**src/rtl/comm_pkg.sv**
```systemverilog
// rtl/comm_pkg.sv - shared types and constants for the two-byte UART response path
package comm_pkg;

    typedef enum logic [1:0] {
        IDLE = 2'd0,
        HIGH = 2'd1,
        LOW  = 2'd2
    } tx_state_t;

    localparam int DEFAULT_BAUD_DIV = 2604;
    localparam int FRAME_BITS       = 10;

endpackage

```
**src/rtl/resp_word_tx_if.sv**
```systemverilog
// rtl/resp_word_tx_if.sv - word handshake between control logic and the response transmitter
interface resp_word_tx_if;

    logic [15:0] resp;
    logic        send_resp;
    logic        resp_ready;
    logic        clr_resp_sent;
    logic        resp_sent;
    logic        busy;

    modport master (
        output resp, send_resp, clr_resp_sent,
        input  resp_ready, resp_sent, busy
    );

    modport slave (
        input  resp, send_resp, clr_resp_sent,
        output resp_ready, resp_sent, busy
    );

endinterface

```
**src/rtl/uart_tx_core.sv**
```systemverilog
// rtl/uart_tx_core.sv - 8N1 byte serialiser with registered TX and end-of-frame pulse
module uart_tx_core
    import comm_pkg::*;
#(
    parameter int BAUD_DIV = DEFAULT_BAUD_DIV
) (
    input  logic       clk,
    input  logic       rst,
    input  logic       trmt,
    input  logic [7:0] tx_data,
    output logic       TX,
    output logic       byte_done
);

    localparam int            CW        = (BAUD_DIV > 1) ? $clog2(BAUD_DIV) : 1;
    localparam logic [CW-1:0] BAUD_LAST = CW'(BAUD_DIV - 1);
    localparam logic [3:0]    BIT_LAST  = 4'(FRAME_BITS - 1);

    logic [CW-1:0] r_baud;
    logic [3:0]    r_bit;
    logic [8:0]    r_shift;
    logic          r_active;
    logic          r_tx;
    logic          w_bit_end;

    assign w_bit_end = r_active && (r_baud == BAUD_LAST);
    // Combinational so the next byte can be loaded on the very edge the stop bit ends.
    assign byte_done = w_bit_end && (r_bit == BIT_LAST);
    assign TX        = r_tx;

    always_ff @(posedge clk) begin
        if (rst) begin
            r_baud   <= '0;
            r_bit    <= '0;
            r_shift  <= '1;
            r_active <= 1'b0;
            r_tx     <= 1'b1;
        end else if (trmt) begin
            r_baud   <= '0;
            r_bit    <= '0;
            r_shift  <= {1'b1, tx_data};
            r_active <= 1'b1;
            r_tx     <= 1'b0;
        end else if (w_bit_end) begin
            r_baud <= '0;
            if (byte_done) begin
                r_active <= 1'b0;
                r_bit    <= '0;
                r_tx     <= 1'b1;
            end else begin
                r_bit   <= r_bit + 4'd1;
                r_tx    <= r_shift[0];
                r_shift <= {1'b1, r_shift[8:1]};
            end
        end else if (r_active) begin
            r_baud <= r_baud + 1'b1;
        end
    end

endmodule

```
**src/rtl/resp_word_tx.sv**
```systemverilog
// rtl/resp_word_tx.sv - queues 16-bit response words and sends them high byte first as two UART frames
module resp_word_tx
    import comm_pkg::*;
#(
    parameter int BAUD_DIV = DEFAULT_BAUD_DIV
) (
    input  logic           clk,
    input  logic           rst,
    resp_word_tx_if.slave  bus,
    output logic           TX
);

    localparam logic [1:0] ST_IDLE = IDLE;
    localparam logic [1:0] ST_HIGH = HIGH;
    localparam logic [1:0] ST_LOW  = LOW;

    logic [1:0]  r_state;
    logic [15:0] r_hold;
    logic [15:0] r_word;
    logic        r_hold_valid;
    logic        r_resp_sent;

    logic        w_byte_done;
    logic        w_accept;
    logic        w_load_high;
    logic        w_load_low;
    logic        w_trmt;
    logic [7:0]  w_tx_data;

    assign w_accept    = bus.send_resp && !r_hold_valid;
    assign w_load_high = r_hold_valid &&
                         ((r_state == ST_IDLE) || ((r_state == ST_LOW) && w_byte_done));
    assign w_load_low  = (r_state == ST_HIGH) && w_byte_done;
    assign w_trmt      = w_load_high || w_load_low;
    // Low byte comes from r_word so a newly queued word cannot disturb the one in flight.
    assign w_tx_data   = w_load_low ? r_word[7:0] : r_hold[15:8];

    uart_tx_core #(
        .BAUD_DIV (BAUD_DIV)
    ) u_core (
        .clk       (clk),
        .rst       (rst),
        .trmt      (w_trmt),
        .tx_data   (w_tx_data),
        .TX        (TX),
        .byte_done (w_byte_done)
    );

    always_ff @(posedge clk) begin
        if (rst) begin
            r_state      <= ST_IDLE;
            r_hold       <= '0;
            r_word       <= '0;
            r_hold_valid <= 1'b0;
            r_resp_sent  <= 1'b0;
        end else begin
            if (w_accept) begin
                r_hold       <= bus.resp;
                r_hold_valid <= 1'b1;
            end else if (w_load_high) begin
                r_hold_valid <= 1'b0;
            end

            if (w_load_high) begin
                r_word <= r_hold;
            end

            case (r_state)
                ST_IDLE: if (w_load_high) r_state <= ST_HIGH;
                ST_HIGH: if (w_byte_done) r_state <= ST_LOW;
                ST_LOW:  if (w_byte_done) r_state <= w_load_high ? ST_HIGH : ST_IDLE;
                default: r_state <= ST_IDLE;
            endcase

            if ((r_state == ST_LOW) && w_byte_done) begin
                r_resp_sent <= 1'b1;
            end else if (bus.clr_resp_sent || w_accept) begin
                r_resp_sent <= 1'b0;
            end
        end
    end

    assign bus.resp_ready = !r_hold_valid;
    assign bus.resp_sent  = r_resp_sent;
    assign bus.busy       = (r_state != ST_IDLE) || r_hold_valid;

endmodule

```
**src/flat_wrapper.sv**
```systemverilog
// flat-port wrapper written by rule: the top's interface ports become plain ports
module resp_word_tx_flat import comm_pkg::*;
#(
    parameter int BAUD_DIV = DEFAULT_BAUD_DIV
)
  (clk, rst, TX, bus_resp, bus_send_resp, bus_clr_resp_sent, bus_resp_ready, bus_resp_sent, bus_busy);
  resp_word_tx_if bus_i ();
  input  logic clk;
  input  logic rst;
  output logic TX;
  input wire logic [$bits(bus_i.resp)-1:0] bus_resp;
  input wire logic [$bits(bus_i.send_resp)-1:0] bus_send_resp;
  input wire logic [$bits(bus_i.clr_resp_sent)-1:0] bus_clr_resp_sent;
  output wire logic [$bits(bus_i.resp_ready)-1:0] bus_resp_ready;
  output wire logic [$bits(bus_i.resp_sent)-1:0] bus_resp_sent;
  output wire logic [$bits(bus_i.busy)-1:0] bus_busy;
  assign bus_i.resp = bus_resp;
  assign bus_i.send_resp = bus_send_resp;
  assign bus_i.clr_resp_sent = bus_clr_resp_sent;
  assign bus_resp_ready = bus_i.resp_ready;
  assign bus_resp_sent = bus_i.resp_sent;
  assign bus_busy = bus_i.busy;
  resp_word_tx #(.BAUD_DIV(BAUD_DIV)) u_core (.clk(clk), .rst(rst), .bus(bus_i), .TX(TX));
endmodule
```
**config.mk**
```make
export PLATFORM = sky130hd
export DESIGN_NAME = resp_word_tx_flat
export DESIGN_NICKNAME = d
export VERILOG_FILES = /design/src/rtl/comm_pkg.sv /design/src/rtl/resp_word_tx_if.sv /design/src/rtl/uart_tx_core.sv /design/src/rtl/resp_word_tx.sv /design/src/flat_wrapper.sv
export SDC_FILE = /design/constraint.sdc
export NUM_CORES = 1
export LEC_CHECK = 0
export BUFFER_PORTS_ARGS = -buffer_cell sky130_fd_sc_hd__buf_2
export CAP_MARGIN = 25
export CELL_PAD_IN_SITES_DETAIL_PLACEMENT = 1
export CELL_PAD_IN_SITES_GLOBAL_PLACEMENT = 2
export CORE_ASPECT_RATIO = 0.7
export CORE_UTILIZATION = 35
export DETAILED_ROUTE_END_ITERATION = 16
export PLACE_DENSITY = 0.87
export SYNTH_ARGS = -nofsm -noshare
export SYNTH_HDL_FRONTEND = slang
export SYNTH_SLANG_ARGS = --single-unit
export TNS_END_PERCENT = 1
```
**constraint.sdc**
```tcl
create_clock -name clk -period 2.3 [get_ports clk]
set_input_delay 0.69 -clock clk [delete_from_list [all_inputs] [get_ports clk]]
set_output_delay 0.69 -clock clk [all_outputs]
set_load 0.01 [all_outputs]
```
# After elaboration in Yosys (flattened, before gate mapping)
# Cells that the tools add are included.
dict set report classes {
  add_sub_neg 2
  n_mul 0
  div 0
  n_lt_le_gt_ge 0
  eq_ne 8
  shift 0
  muxes 20
  bitwise_logic 0
  reduce_logical 22
}
# cell count
set ops {}
lappend ops {{$mux 8} 4}
lappend ops {{$add 12x1->12 const B} 1}
lappend ops {{$eq 12x12->1 const B} 1}
lappend ops {{$mux 1} 11}
lappend ops {{$reduce_bool 2->1} 5}
lappend ops {{$logic_and 1x1->1} 6}
lappend ops {{$mux 2} 3}
lappend ops {{$ne 2x1->1 const B} 3}
lappend ops {{$pmux 2 s3} 1}
lappend ops {{$add 4x1->4 const B} 1}
lappend ops {{$eq 4x4->1 const B} 1}
lappend ops {{$logic_or 1x1->1} 4}
lappend ops {{$mux 4} 1}
lappend ops {{$reduce_and 2->1} 2}
lappend ops {{$reduce_and 3->1} 1}
lappend ops {{$reduce_or 3->1} 1}
lappend ops {{$eq 2x1->1 const B} 1}
lappend ops {{$eq 2x2->1 const B} 1}
lappend ops {{$logic_not 2->1} 1}
lappend ops {{$ne 2x2->1 const B} 1}
lappend ops {{$reduce_or 2->1} 1}
lappend ops {{$logic_not 1->1} 1}
dict set report word_totals {
  regBits 54
  latchBits 0
  ramBits 0
  rom_bits 0
  in_bits 20
  output_inout_bits 4
  word_cells 62
  mem_count 0
}

# Longest topological paths before layout
# Gate-level depths: netlist of the first run.
dict set report depth {
  ltp_word 9
  mapped_depth 8
  ltp_nobuf 7
}

# Hierarchy
# From an unflattened synthesis of the first run, not the netlist that was laid out.
dict set report unflattened {
  cells_unflattened 276
  area_unflattened_um2 2514.9
}
# module instances cells_each area_per_inst_um2 seq_area_each_um2
set modules_own_cells {}
lappend modules_own_cells {uart_tx_core 1 140 1270.0 520.5}
lappend modules_own_cells {resp_word_tx 1 136 1244.9 560.5}

# Worst setup path before layout of the first run
# Ideal clock, no wire load.
dict set report synth_timing {
  path_type {register to register}
  start {register u_core.u_core.r_bit[0]}
  end {register u_core.r_word[0]}
  setup_ns 0.128
  arrival_time_ns 1.629
  required_time_ns 2.172
  slack_ns 0.543
  stages_incl_launch_ff 8
  n_path_buf 1
  synth_period_minus_slack_ns 1.757
  path_cell_list {dfxtp_1 > ha_1 > nor4b_2 > nand4_2 > a21oi_4 > buf_6 > mux2i_1 > nor2_1}
}
dict set report synth_via {
  elab_chain_cells 5
}
# element line_no
set synth_rtl {}
lappend synth_rtl {{from (decl)} uart_tx_core.sv:20} ;# logic [3:0] r_bit;
lappend synth_rtl {{from (signal assigned)} uart_tx_core.sv:51} ;# r_bit <= r_bit + 4'd1;
lappend synth_rtl {{$eq 4x4->1} uart_tx_core.sv:28} ;# assign byte_done = w_bit_end && (r_bit == BIT_LAST);
lappend synth_rtl {{$logic_and 1x1->1} uart_tx_core.sv:28}
lappend synth_rtl {{$logic_and 1x1->1} resp_word_tx.sv:32} ;# ((r_state == ST_IDLE) || ((r_state == ST_LOW) && w_byte_done));
lappend synth_rtl {{$logic_or 1x1->1} resp_word_tx.sv:32}
lappend synth_rtl {{$logic_and 1x1->1} resp_word_tx.sv:31} ;# assign w_load_high = r_hold_valid &&
lappend synth_rtl {{to (signal assigned)} resp_word_tx.sv:65} ;# r_word <= r_hold;
lappend synth_rtl {{to (decl)} resp_word_tx.sv:19} ;# logic [15:0] r_word;
# Every way passes these cells.
# A chain may end at the register's enable or synchronous reset.

# Worst setup path after layout of the first run
dict set report layout_timing {
  start {register u_core.u_core.r_baud[0]}
  end {register u_core.u_core.r_shift[2]}
}
dict set report layout_via {
  elab_chain_cells 9
  word_cells_on_any_way 13
  cone_classes {eq/ne (2); mux (2); reduce/logical (9)}
}
# element line_no
set layout_rtl {}
lappend layout_rtl {{from (decl)} uart_tx_core.sv:19} ;# logic [CW-1:0] r_baud;
lappend layout_rtl {{from (signal assigned)} uart_tx_core.sv:56} ;# r_baud <= r_baud + 1'b1;
lappend layout_rtl {{$eq 12x12->1 (*)} uart_tx_core.sv:26} ;# assign w_bit_end = r_active && (r_baud == BAUD_LAST);
lappend layout_rtl {{$logic_and 1x1->1 (*)} uart_tx_core.sv:26}
lappend layout_rtl {{$logic_and 1x1->1} uart_tx_core.sv:28}
lappend layout_rtl {{$logic_and 1x1->1} resp_word_tx.sv:32}
lappend layout_rtl {{$logic_or 1x1->1} resp_word_tx.sv:32}
lappend layout_rtl {{$logic_and 1x1->1} resp_word_tx.sv:31}
lappend layout_rtl {{$logic_or 1x1->1} resp_word_tx.sv:34} ;# assign w_trmt = w_load_high || w_load_low;
lappend layout_rtl {{$ne 2x2->1 (no source line) or $reduce_bool 2->1 (tied branches)} --}
lappend layout_rtl {{$reduce_and 2->1 (no source line)} --}
lappend layout_rtl {{to (signal assigned)} uart_tx_core.sv:41} ;# r_shift <= {1'b1, tx_data};
lappend layout_rtl {{to (signal assigned)} uart_tx_core.sv:53} ;# r_shift <= {1'b1, r_shift[8:1]};
lappend layout_rtl {{to (decl)} uart_tx_core.sv:21} ;# logic [8:0] r_shift;
# Mark *: on every way between the ends. The rest lies on a longest branch, timed or not.

==> out/qor.yml, run 1 <==
clock_tree:
  postCtsSetupRepairBufs: 0
  path_clk_slew_ps: 100
  tritoncts: "built"
  clockRootBuffer: "sky130_fd_sc_hd__clkbuf_8"
  postCtsHoldBufs: 0
  clk-insertion-delay-late_ps: 320
  cts.repair.resized: 0
  cts-htree-levels: 2
  cts_inserted_buffers: 5
  clock_sink_count: 54
  cts_buffer_depth: 2
timing:
  max_clock_freq_mhz: 480
  report.final.setup_viol: 0
  setup_tns_ps: 0
  timing_worst_slew_pin_value_ps: 596
  layout_min_cycle_time_ps: 2080
  share_of_the_cycle_needed_by_the_critical_path_after_routing_pct: 90.6
  final.setup_skew_ps: 13.4
  grt_setup_unrepaired: "false"
  slew_violations: 0
  maxSlewHeadroom_pct: 60.2
  hold_viol: 0
  hold-worst-slack_ps: 466
setup_path:
  path_class: "reg -> reg"
  sort_of_element_at_the_start_of_the_critical_path: "register"
  worst-endpoint-required_ps: 2510
  critical-path-slowest-cell: "sky130_fd_sc_hd__or3_1"
  crit_chain: "ha_1 -> and3_1 -> nand4_2 -> or3_1 -> nor2_1 -> o21ai_1"
  cp-startpoint: "u_core.u_core.r_baud[0]$_SDFFE_PP0P_"
  worst_setup_path_end_kind: "register"
  critPathArrivalTime_ps: 2290
  cp_max_fo: 10
  worst_r2r_startpoint: "u_core.u_core.r_baud[0]$_SDFFE_PP0P_"
  timing.critical_path.slowest_cell_delay_ps: 590
drt:
  drt_first_iter_violations: 63
  dr_vias: 1982
  postRouteAntennaNets: 0
  wire_per_inst_microns: 14.3
  first_pass_iters: 4
  drt_via_density: 5.01
  final_wirelength_mm: 5.67
  drc_errors: 0
placement:
  detailedPlacementHpwl_mm: 4.08
  place.port_buffers: 23
  routabilityCongestion: 0.739
yosys:
  compound_gate_fraction_of_synth_area_pct: 14.2
  yosys.area_share.adder_pct: 1.54
  syn_avg_cell_area_sq_um: 8.67
  yosys_warnings: 0
  main_combinational_cell_family_by_area_after_synthesis: "simple AND/OR/NAND/NOR gates"
  synthMuxAreaShare_pct: 4.11
  synth.net_count: 304
  synth-seq-cells: 54
  synth.distinct_cells: 49
  synth_cells: 281
  post_synth_instance_area_sq_um: 2440
  synth_xor_xnor_area_share_pct: 3.95
  simple_gate_share_of_the_synthesized_area_pct: 26.5
  ys_seq_area_share_pct: 44.4
floorplanning:
  effective_utilization_at_floorplan_pct: 36.1
  fp.coreArea_sq_um: 6760
  boundaryPins: 24
  die-height_microns: 71.8
  floorplan.die_area_sq_um: 7310
  fp.dieW_microns: 102
  rows: 25
global_routing:
  grt_pass1_vias: 1944
  antenna_found_initial: 0
  overall_global_routing_usage_pct: 17.0
  global_route.overflow_total: 0
  largest_net_degree_at_the_start_of_global_routing: 24
  grt_first_pass_wirelength_mm: 9.63
cells_and_area:
  layout_commonest_cell: "sky130_fd_sc_hd__dfxtp_1"
  area_growth_pct: 11.1
  final_net_count: 324
  layout_fillers: 814
  diodes: 0
  layout-drive-gt1-share_pct: 16.6
  layout_common_cells: "sky130_fd_sc_hd__dfxtp_1, sky130_fd_sc_hd__nand2_1, sky130_fd_sc_hd__nor2_1"
job:
  cap_viol_max_count: 0
power:
  max-vdd-ir-drop_mv: 0.252
  power_per_cell_area_nw_per_um2: 643
  power.static_leakage_nw: 1.00
  total_power_w: 0.00174
status:
  outcome: "complete, no violations"
min_path:
  worst_hold_startpoint: "u_core.r_hold[1]$_SDFFE_PP0P_"
  min-delay-path-class: "reg -> reg"
## where the power goes
group	total [W]	leakage, nW	internal [W]	switching [W]
logic	0.000174	0.523	0.0000747	0.0000990
registers	0.00101	0.441	0.000978	0.0000337
clock network	0.000555	0.0408	0.000219	0.000336
## state kept, by name (all words and copies together) (netlist names)
signal                  flops
u_core.u_core.r_active      1
u_core.u_core.r_baud       12
u_core.u_core.r_shift       8
u_core.r_hold              16
u_core.u_core.r_bit         4
u_core.r_word               8
u_core.r_state              2
u_core.bus.resp_sent        1
u_core.u_core.TX            1
u_core.r_hold_valid         1
## routing by layer
layer	track usage (%)	vias up	wire length [microns]
li1	-	1010	-
met1	26.0	930	3210
met2	23.7	35	2220
met3	3.61	7	194
met4	4.35	0	45
met5	0	-	0
## cells in the mapped netlist, drive strengths merged
cell / instances / share of area, %
a221oi: 5 / 1.8
nand3b: 3 / 0.92
dfxtp: 54 / 44
or3b: 1 / 0.36
nand4: 6 / 2.1
nand2b: 2 / 0.51
nand4b: 1 / 0.36
a31oi: 1 / 0.26
and3: 2 / 0.51
nor4: 3 / 1.4
xnor2: 4 / 1.4
nor2: 35 / 5.4
nor4b: 1 / 0.62
a311oi: 1 / 0.36
nand2: 45 / 6.9
o31ai: 1 / 0.31
a21oi: 30 / 6.8
o31a: 1 / 0.36
ha: 3 / 1.5
nand3: 5 / 1.2
a32o: 1 / 0.41
mux2i: 10 / 4.1
nor3: 8 / 2.1
o21ai: 11 / 2.3
and4: 1 / 0.36
inv: 8 / 1.2
buf: 6 / 2.5
and2: 2 / 0.51
a21boi: 1 / 0.31
clkbuf: 10 / 1.6
a2111oi: 1 / 0.62
nor2b: 2 / 0.51
a22oi: 1 / 0.31
and4bb: 2 / 1.2
or3: 4 / 1.2
and3b: 1 / 0.36
o2111a: 1 / 0.46
xor2: 7 / 2.5
## through the flow
| stage | utilization (%) | setup slack, ps | cells | area, sq um |
|---|---|---|---|---|
| after floorplan | - | 543 | 281 | 2440 |
| after global placement | 38.6 | 241 | 387 | 2610 |
| after detailed placement | 38.7 | 255 | 388 | 2620 |
| after CTS | 40.1 | 220 | 396 | 2710 |
| after global routing | 40.1 | 32.1 | 396 | 2710 |
| final | 40.1 | 216 | 396 | 2710 |
## cell type report
class                      count  area, sq um  area share [%]
clock buffer                   5         68.8            2.54
tap                           94          118            4.34
multi-input combinational    203         1230            45.3
sequential                    54         1080            39.9
timing repair buffer          29          160            5.91
clock inverter                 3         23.8           0.878
inverter                       8         30.0            1.11
## worst max-delay path: cells and delay by family (launching register included)
kind,cells,cell delay (ps)
AO/OA/AOI/OAI,1,70
adder cells (fa/ha/maj),1,180
flip-flops,1,390
AND/OR/NAND/NOR,4,1340
## kinds of logic after synthesis
| logic type | count (synthesis) |
|---|---|
| AND/OR/NAND/NOR | 124 |
| buffers and inverters | 24 |
| AO/OA/AOI/OAI | 55 |
| adder cells (fa/ha/maj) | 3 |
| multiplexers | 10 |
| XOR/XNOR | 11 |
| flip-flops | 54 |
## final timing paths
| kind | end | slack, ps | cells after the start |
|---|---|---|---|
| max | u_core.u_core.r_shift[2]$_SDFFE_PP1P_ | 220 | 6 |
| min | u_core.r_hold[1]$_SDFFE_PP0P_ | 470 | 2 |
| max reg2reg | u_core.u_core.r_shift[2]$_SDFFE_PP1P_ | 220 | 6 |
| min reg2reg | u_core.r_hold[1]$_SDFFE_PP0P_ | 470 | 2 |
(Power assumes the default switching activity.)
==> run 2, diff against run 1 <==
--- a/config.mk
+++ b/config.mk
@@ -10,9 +10,9 @@
 export CELL_PAD_IN_SITES_DETAIL_PLACEMENT = 1
 export CELL_PAD_IN_SITES_GLOBAL_PLACEMENT = 2
 export CORE_ASPECT_RATIO = 0.7
-export CORE_UTILIZATION = 35
+export CORE_UTILIZATION = 38
 export DETAILED_ROUTE_END_ITERATION = 16
-export PLACE_DENSITY = 0.87
+export PLACE_DENSITY = 0.93
 export SYNTH_ARGS = -nofsm -noshare
 export SYNTH_HDL_FRONTEND = slang
 export SYNTH_SLANG_ARGS = --single-unit
==> constraint.sdc (replaced) <==
create_clock -name clk -period 2.43 [get_ports clk]
set_input_delay 0.729 -clock clk [delete_from_list [all_inputs] [get_ports clk]]
set_output_delay 0.729 -clock clk [all_outputs]
set_load 0.01 [all_outputs]
==> run 2 against run 1 <==
Net effect: the run now ends with DRC left; die area shrank 7.7%; power grew 2.0%; sequential share of layout area is 0.24 points lower; routed wire length rose by 3.7%; first-iteration DRC count is 22% higher; sequential power fell by 5%; hold slack lost 6.4 ps; clock skew fell by 2.2 ps; critical endpoint is now bus_busy; highest routed layer unchanged.
==> out/qor.yml, run 2 (synthesis gave the netlist of run 1 again) <==
cells_and_area:
  diodes: 0  # unchanged
  largest_register_ffs: 16  # unchanged
  design_area_sq_um: 2720  # was 2710 sq um
  layout-drive-gt1-share_pct: 16.8  # was 16.6%
  layout_common_cells: "sky130_fd_sc_hd__dfxtp_1, sky130_fd_sc_hd__nand2_1, sky130_fd_sc_hd__nor2_1"  # unchanged
  layout_top_registers: "u_core.r_hold: 16 flops, u_core.u_core.r_baud: 12 flops"  # unchanged
  area_growth_pct: 11.8  # was 11.1%
  layout_commonest_cell: "sky130_fd_sc_hd__dfxtp_1"  # unchanged
  final_net_count: 325  # was 324
  largest-register: "u_core.r_hold"  # unchanged
global_routing:
  antenna_found_initial: 0  # unchanged
  grt_first_pass_wirelength_mm: 9.63  # about the same
  largest_net_degree_at_the_start_of_global_routing: 25  # was 24
  overall_global_routing_usage_pct: 18.3  # was 17.0%
  global_route.overflow_total: 0  # unchanged
  grt_pass1_vias: 1941  # was 1944
setup_path:
  worst-endpoint-required_ps: 1700  # was 2510 ps
  reg2reg_to: "u_core.u_core.r_active$_SDFFE_PP0P_"  # was u_core.u_core.r_shift[2]$_SDFFE_PP1P_
  path_class: "reg -> out"  # was reg -> reg
  critical-path-slowest-cell: "sky130_fd_sc_hd__dfxtp_1"  # was sky130_fd_sc_hd__or3_1
  worst_r2r_path_depth: 6  # unchanged
  worst_setup_path_end_kind: "output port"  # was register
  cp-startpoint: "u_core.r_state[1]$_SDFFE_PP0P_"  # was u_core.u_core.r_baud[0]$_SDFFE_PP0P_
  critPathArrivalTime_ps: 1320  # was 2290 ps
  path_depth: 2  # was 6
  timing.critical_path.slowest_cell_delay_ps: 450  # was 590 ps
  worst_r2r_startpoint: "u_core.u_core.r_baud[0]$_SDFFE_PP0P_"  # unchanged
  critical_path.endpoint: "bus_busy"  # was u_core.u_core.r_shift[2]$_SDFFE_PP1P_
  cp_max_fo: 10  # unchanged
  crit_chain: "or3_1 -> buf_2"  # was ha_1 -> and3_1 -> nand4_2 -> or3_1 -> nor2_1 -> o21ai_1
  critPathBufInv: 1  # was 0
  sort_of_element_at_the_start_of_the_critical_path: "register"  # unchanged
  timing.critical_path.max_delay_family: "flip-flops"  # was simple AND/OR/NAND/NOR gates
  setup.reg_to_reg.worst_slack_ps: 410  # was 220 ps
clock_tree:
  clk-insertion-delay-late_ps: 320  # about the same
  clockRootBuffer: "sky130_fd_sc_hd__clkbuf_8"  # unchanged
  cts_buffer_depth: 2  # unchanged
  cts_inserted_buffers: 5  # unchanged
  cts-htree-levels: 2  # unchanged
  postCtsSetupRepairBufs: 0  # unchanged
  clock_sink_count: 54  # unchanged
  tritoncts: "built"  # unchanged
  cts.repair.resized: 0  # unchanged
  postCtsHoldBufs: 0  # unchanged
  path_clk_slew_ps: 100  # about the same
floorplanning:
  die-height_microns: 69.0  # was 71.8 microns
  fp.coreArea_sq_um: 6220  # was 6760 sq um
  rows: 24  # was 25
  fp.dieW_microns: 97.7  # was 102 microns
  effective_utilization_at_floorplan_pct: 39.2  # was 36.1%
  boundaryPins: 24  # unchanged
  floorplan.die_area_sq_um: 6740  # was 7310 sq um
drt:
  drt_first_iter_violations: 77  # was 63
  drc_errors: 3  # was 0
  final_wirelength_mm: 5.88  # was 5.67 mm
  first_pass_iters: 10  # was 4
  wire_per_inst_microns: 15.4  # was 14.3 microns
  dr_vias: 1982  # unchanged
  drt_via_density: 5.20  # was 5.01
  postRouteAntennaNets: 0  # unchanged
timing:
  slew_violations: 0  # unchanged
  max_clock_freq_mhz: 488
  final.setup_skew_ps: 11.2  # was 13.4 ps
  report.final.setup_viol: 0  # unchanged
  setup_tns_ps: 0  # unchanged
  hold_viol: 0  # unchanged
  timing_worst_slew_pin_value_ps: 560  # was 596 ps
  maxSlewHeadroom_pct: 62.6  # was 60.2%
  grt_setup_unrepaired: "false"  # unchanged
  share_of_the_cycle_needed_by_the_critical_path_after_routing_pct: 84.3
  setup_slack_of_the_critical_path_after_layout_ps: 383  # was 216 ps
  layout_min_cycle_time_ps: 2050
power:
  power.static_leakage_nw: 1.03  # was 1.00 nW
  power_per_cell_area_nw_per_um2: 652  # was 643 nW/um^2
  cellInternalPower_w: 0.00134  # was 0.00127 W
  switching_share_pct: 24.7  # was 26.9%
  p_switching_w: 0.000438  # was 0.000469 W
  max-vdd-ir-drop_mv: 0.220  # was 0.252 mV
  clock_group_share_of_total_power_pct: 36.6  # was 31.9%
  sequential_power_share_pct: 53.9  # was 58.1%
  power_frac_comb_pct: 9.5  # was 10.0%
placement:
  detailedPlacementHpwl_mm: 4.21  # was 4.08 mm
  place.port_buffers: 23  # unchanged
  routabilityCongestion: 0.737  # was 0.739
  place_worst_setup_slack_ps: 450  # was 255 ps
  postPlaceCellArea_sq_um: 2600  # was 2620 sq um
status:
  outcome: "complete, but fails checks"  # was complete, no violations
  violations: "DRC"
min_path:
  whs_path_depth: 2  # unchanged
  min-delay-path-class: "reg -> reg"  # unchanged
job:
  cap_viol_max_count: 0  # unchanged
## run 2: per-layer routing
layer / GRT usage [%] / part of all wire [%] / wire, microns
met2: 27.2 / 42 / 2450
met3: 3.96 / 3.2 / 186
met5: 0 / 0 / 0
met4: 6.06 / 1.3 / 77
met1: 26.4 / 54 / 3170
## run 2: final cells by class
type / instances / area [sq um]
timing repair buffer: 30 / 168
fill: 741 / 3490
clock buffer: 6 / 82.6
multi-input combinational: 203 / 1230
inverter: 8 / 30.0
sequential: 54 / 1080
clock inverter: 2 / 38.8
tap: 78 / 97.6
## run 2: power by group through the flow
stage	clock network, W	logic (W)	registers (W)
finish	0.000650	0.000168	0.000958
global route	0.000698	0.000190	0.000964
CTS	0.000671	0.000170	0.000958
detailed placement	0	0.000169	0.000978
global placement	0	0.000162	0.000976
floorplan	0	0.000118	0.000967
## run 2: through the flow
stage | std cells | total power [W] | util (%) | hold slack (ps)
3_3_place_gp | 372 | 0.00114 | 41.7 | 446
5_1_grt | 381 | 0.00185 | 43.8 | 486
4_1_cts | 381 | 0.00180 | 43.8 | 465
3_5_place_dp | 373 | 0.00115 | 41.9 | 450
2_1_floorplan | 281 | 0.00108 | - | 436
6_report | 381 | 0.00178 | 43.8 | 460
## run 2: worst min path at each step
stage / start / end / slack (ps)
final: u_core.r_hold[6]$_SDFFE_PP0P_ / u_core.r_hold[6]$_SDFFE_PP0P_ / 460
after global routing: u_core.r_hold[3]$_SDFFE_PP0P_ / u_core.r_hold[3]$_SDFFE_PP0P_ / 490
after CTS: u_core.r_hold[6]$_SDFFE_PP0P_ / u_core.r_hold[6]$_SDFFE_PP0P_ / 460
after detailed placement: u_core.r_hold[6]$_SDFFE_PP0P_ / u_core.r_hold[6]$_SDFFE_PP0P_ / 450
after global placement: u_core.r_hold[1]$_SDFFE_PP0P_ / u_core.r_hold[1]$_SDFFE_PP0P_ / 450
after floorplan: u_core.r_hold[0]$_SDFFE_PP0P_ / u_core.r_hold[0]$_SDFFE_PP0P_ / 440
## run 2: tightest hold or removal path, cell delays in order, from the launching register on
cell                      delay (ps)
sky130_fd_sc_hd__dfxtp_1         320
sky130_fd_sc_hd__nand2_1          50
sky130_fd_sc_hd__a21oi_1          50
==> run 3, diff against run 2 <==
--- a/config.mk
+++ b/config.mk
@@ -10,9 +10,9 @@
 export CELL_PAD_IN_SITES_DETAIL_PLACEMENT = 1
 export CELL_PAD_IN_SITES_GLOBAL_PLACEMENT = 2
 export CORE_ASPECT_RATIO = 0.7
-export CORE_UTILIZATION = 38
+export CORE_UTILIZATION = 32
 export DETAILED_ROUTE_END_ITERATION = 16
-export PLACE_DENSITY = 0.93
+export PLACE_DENSITY = 0.84
 export SYNTH_ARGS = -nofsm -noshare
 export SYNTH_HDL_FRONTEND = slang
 export SYNTH_SLANG_ARGS = --single-unit
==> constraint.sdc (replaced) <==
create_clock -name clk -period 1.65 [get_ports clk]
set_input_delay 0.495 -clock clk [delete_from_list [all_inputs] [get_ports clk]]
set_output_delay 0.495 -clock clk [all_outputs]
set_load 0.01 [all_outputs]
==> run 3 against run 2 <==
Net effect: the flow finishes with violations (setup timing); global-route usage down 0.24 points; utilization down 0.95 points; final cell count rose by 15%; die area rose by 18%; non-clock buffer count increased by 37; final area grew 15%; critical path type unchanged.
==> out/qor.yml, run 3 (synthesis gave the netlist of run 1 again) <==
drt:
  drt_first_iter_violations: 109  # was 77
  drc_errors: 0  # was 3
  final_wirelength_mm: 6.72  # was 5.88 mm
  drt_via_density: 4.91  # was 5.20
  wire_per_inst_microns: 15.3  # was 15.4 microns
  dr_vias: 2152  # was 1982
  first_pass_iters: 4  # was 10
  postRouteAntennaNets: 0  # unchanged
timing:
  share_of_the_cycle_needed_by_the_critical_path_after_routing_pct: 106
  hold_viol: 0  # unchanged
  slew_violations: 0  # unchanged
  timing_worst_slew_pin_value_ps: 371  # was 560 ps
  max_clock_freq_mhz: 571
  final.setup_skew_ps: 8.96  # was 11.2 ps
  setup_slack_of_the_critical_path_after_layout_ps: -101  # was 383 ps
  maxSlewHeadroom_pct: 75.2  # was 62.6%
  grt_setup_unrepaired: "true"  # was false
  layout_min_cycle_time_ps: 1750
  report.final.setup_viol: 30  # was 0
cells_and_area:
  final_net_count: 362  # was 325
  largest_register_ffs: 16  # unchanged
  design_area_sq_um: 3140  # was 2720 sq um
  layout_common_cells: "sky130_fd_sc_hd__dfxtp_1, sky130_fd_sc_hd__nand2_1, sky130_fd_sc_hd__buf_4"  # was sky130_fd_sc_hd__dfxtp_1, sky130_fd_sc_hd__nand2_1, sky130_fd_sc_hd__nor2_1
  layout_commonest_cell: "sky130_fd_sc_hd__dfxtp_1"  # unchanged
  diodes: 0  # unchanged
  area_growth_pct: 28.7  # was 11.8%
  largest-register: "u_core.r_hold"  # unchanged
  layout_fillers: 895  # was 741
  layout-drive-gt1-share_pct: 30.0  # was 16.8%
  layout_top_registers: "u_core.r_hold: 16 flops, u_core.u_core.r_baud: 12 flops"  # unchanged
clock_tree:
  postCtsHoldBufs: 0  # unchanged
  path_clk_slew_ps: 110  # was 100 ps
  clockRootBuffer: "sky130_fd_sc_hd__clkbuf_8"  # unchanged
  cts_buffer_depth: 2  # unchanged
  clock_sink_count: 54  # unchanged
  cts_inserted_buffers: 5  # unchanged
  cts-htree-levels: 2  # unchanged
  tritoncts: "built"  # unchanged
  clk-insertion-delay-late_ps: 320  # about the same
min_path:
  min_to: "u_core.r_hold[4]$_SDFFE_PP0P_"  # was u_core.r_hold[6]$_SDFFE_PP0P_
  worst_hold_startpoint: "bus_resp[4]"  # was u_core.r_hold[6]$_SDFFE_PP0P_
  min-delay-path-class: "in -> reg"  # was reg -> reg
  whs_path_depth: 3  # was 2
floorplanning:
  fp.coreArea_sq_um: 7320  # was 6220 sq um
  boundaryPins: 24  # unchanged
  die-height_microns: 75.0  # was 69.0 microns
  effective_utilization_at_floorplan_pct: 33.3  # was 39.2%
  floorplan.die_area_sq_um: 7980  # was 6740 sq um
  fp.dieW_microns: 106  # was 97.7 microns
  rows: 26  # was 24
power:
  switching_share_pct: 25.8  # was 24.7%
  p_switching_w: 0.000682  # was 0.000438 W
  power_frac_comb_pct: 11.3  # was 9.5%
  sequential_power_share_pct: 53.2  # was 53.9%
  power_per_cell_area_nw_per_um2: 842  # was 652 nW/um^2
  max-vdd-ir-drop_mv: 0.414  # was 0.220 mV
  total_power_w: 0.00264  # was 0.00178 W
  cellInternalPower_w: 0.00196  # was 0.00134 W
  clock_group_share_of_total_power_pct: 35.5  # was 36.6%
  power.static_leakage_nw: 1.25  # was 1.03 nW
setup_path:
  path_class: "reg -> out"  # unchanged
  worst_setup_path_end_kind: "output port"  # unchanged
  cp_max_fo: 2  # was 10
  worst-endpoint-required_ps: 1150  # was 1700 ps
  timing.critical_path.slowest_cell_delay_ps: 360  # was 450 ps
  sort_of_element_at_the_start_of_the_critical_path: "register"  # unchanged
  critPathArrivalTime_ps: 1260  # was 1320 ps
  crit_chain: "buf_6 -> or3_1 -> buf_2"  # was or3_1 -> buf_2
  setup.reg_to_reg.worst_slack_ps: -90  # was 410 ps
  worst_r2r_path_depth: 6  # unchanged
  critical-path-slowest-cell: "sky130_fd_sc_hd__or3_1"  # was sky130_fd_sc_hd__dfxtp_1
  reg2reg_to: "u_core.u_core.TX$_SDFFE_PP1P_"  # was u_core.u_core.r_active$_SDFFE_PP0P_
  worst_r2r_startpoint: "u_core.u_core.r_baud[10]$_SDFFE_PP0P_"  # was u_core.u_core.r_baud[0]$_SDFFE_PP0P_
global_routing:
  grt_pass1_vias: 2151  # was 1941
  antenna_found_initial: 0  # unchanged
  largest_net_degree_at_the_start_of_global_routing: 30  # was 25
  global_route.overflow_total: 0  # unchanged
  overall_global_routing_usage_pct: 18.1  # was 18.3%
  grt_first_pass_wirelength_mm: 11.0  # was 9.63 mm
placement:
  routabilityCongestion: 0.763  # was 0.737
  postPlaceCellArea_sq_um: 2900  # was 2600 sq um
  detailedPlacementHpwl_mm: 4.82  # was 4.21 mm
  place.port_buffers: 23  # unchanged
status:
  outcome: "complete, but fails checks"  # unchanged
  violations: "setup timing"  # was DRC
job:
  cap_viol_max_count: 0  # unchanged
[run 3: cell count changes in the layout (fill, tap and decap cells not counted), sizes merged]
cell	change
buf	+37
clkbuf	-1
clkinv	+1
[run 3: metal layers]
metal / share of wire [%] / up-vias / track usage (%)
met5: 0 / - / 0
met4: 0.91 / 0 / 4.63
met3: 2.8 / 7 / 3.12
met2: 43 / 38 / 27.9
met1: 53 / 1021 / 26.3
li1: - / 1086 / -
[run 3: what timing repair did]
item	4_1_cts	5_1_grt
gates resized for setup	20	6
setup endpoints to repair	31	34
endpoints found under the hold margin	0	0
buffers inserted	4	0
gates cloned	0	0
pin swaps	3	1
[run 3: stage by stage]
step / hold WS, ps / util [%] / TNS (ps) / setup WS (ps) / cells
after global routing: 397 / 42.9 / -4230 / -183 / 438
after floorplan: 436 / - / -644 / -54.0 / 281
after global placement: 446 / 39.6 / -577 / -107 / 426
final: 400 / 42.9 / -1390 / -101 / 438
after CTS: 393 / 42.5 / -675 / -104 / 438
after detailed placement: 453 / 39.6 / -1950 / -221 / 426
[run 3: worst max-delay path by stage]
stage                     cells after the start                                    end  slack (ps)                                 start
after global placement                        7    u_core.u_core.r_bit[3]$_SDFFE_PP0P_        -110  u_core.u_core.r_baud[1]$_SDFFE_PP0P_
after detailed placement                      6    u_core.u_core.r_bit[3]$_SDFFE_PP0P_        -220  u_core.u_core.r_baud[4]$_SDFFE_PP0P_
final                                         3                               bus_busy        -100        u_core.r_state[1]$_SDFFE_PP0P_
after global routing                          7    u_core.u_core.r_bit[3]$_SDFFE_PP0P_        -180  u_core.u_core.r_baud[0]$_SDFFE_PP0P_
after floorplan                               8  u_core.u_core.r_shift[0]$_SDFFE_PP1P_         -50  u_core.u_core.r_baud[0]$_SDFFE_PP0P_
after CTS                                     3                               bus_busy        -100        u_core.r_state[1]$_SDFFE_PP0P_
[run 3: area by class of cell]
| type | count | area, sq um | share of cell area (%) |
|---|---|---|---|
| Tap cell | 98 | 123 | 3.91 |
| Multi-Input combinational cell | 203 | 1300 | 41.4 |
| Inverter | 8 | 30.0 | 0.957 |
| Clock buffer | 5 | 68.8 | 2.19 |
| Timing Repair Buffer | 67 | 480 | 15.3 |
| Clock inverter | 3 | 47.5 | 1.52 |
| Sequential cell | 54 | 1090 | 34.7 |
[run 3: critical path, delay by kind of cell, from the launching register on]
kind | cells | cell delay (ps)
and+or+nand+nor | 1 | 360
DFF | 1 | 340
buffers and inverters | 2 | 240
[run 3: power by group through the flow]
stage	clock network (W)	registers, W	logic, W
3_5_place_dp	0	0.00143	0.000289
3_3_place_gp	0	0.00143	0.000279
5_1_grt	0.00101	0.00141	0.000333
6_report	0.000939	0.00141	0.000298
2_1_floorplan	0	0.00142	0.000173
4_1_cts	0.000965	0.00140	0.000297
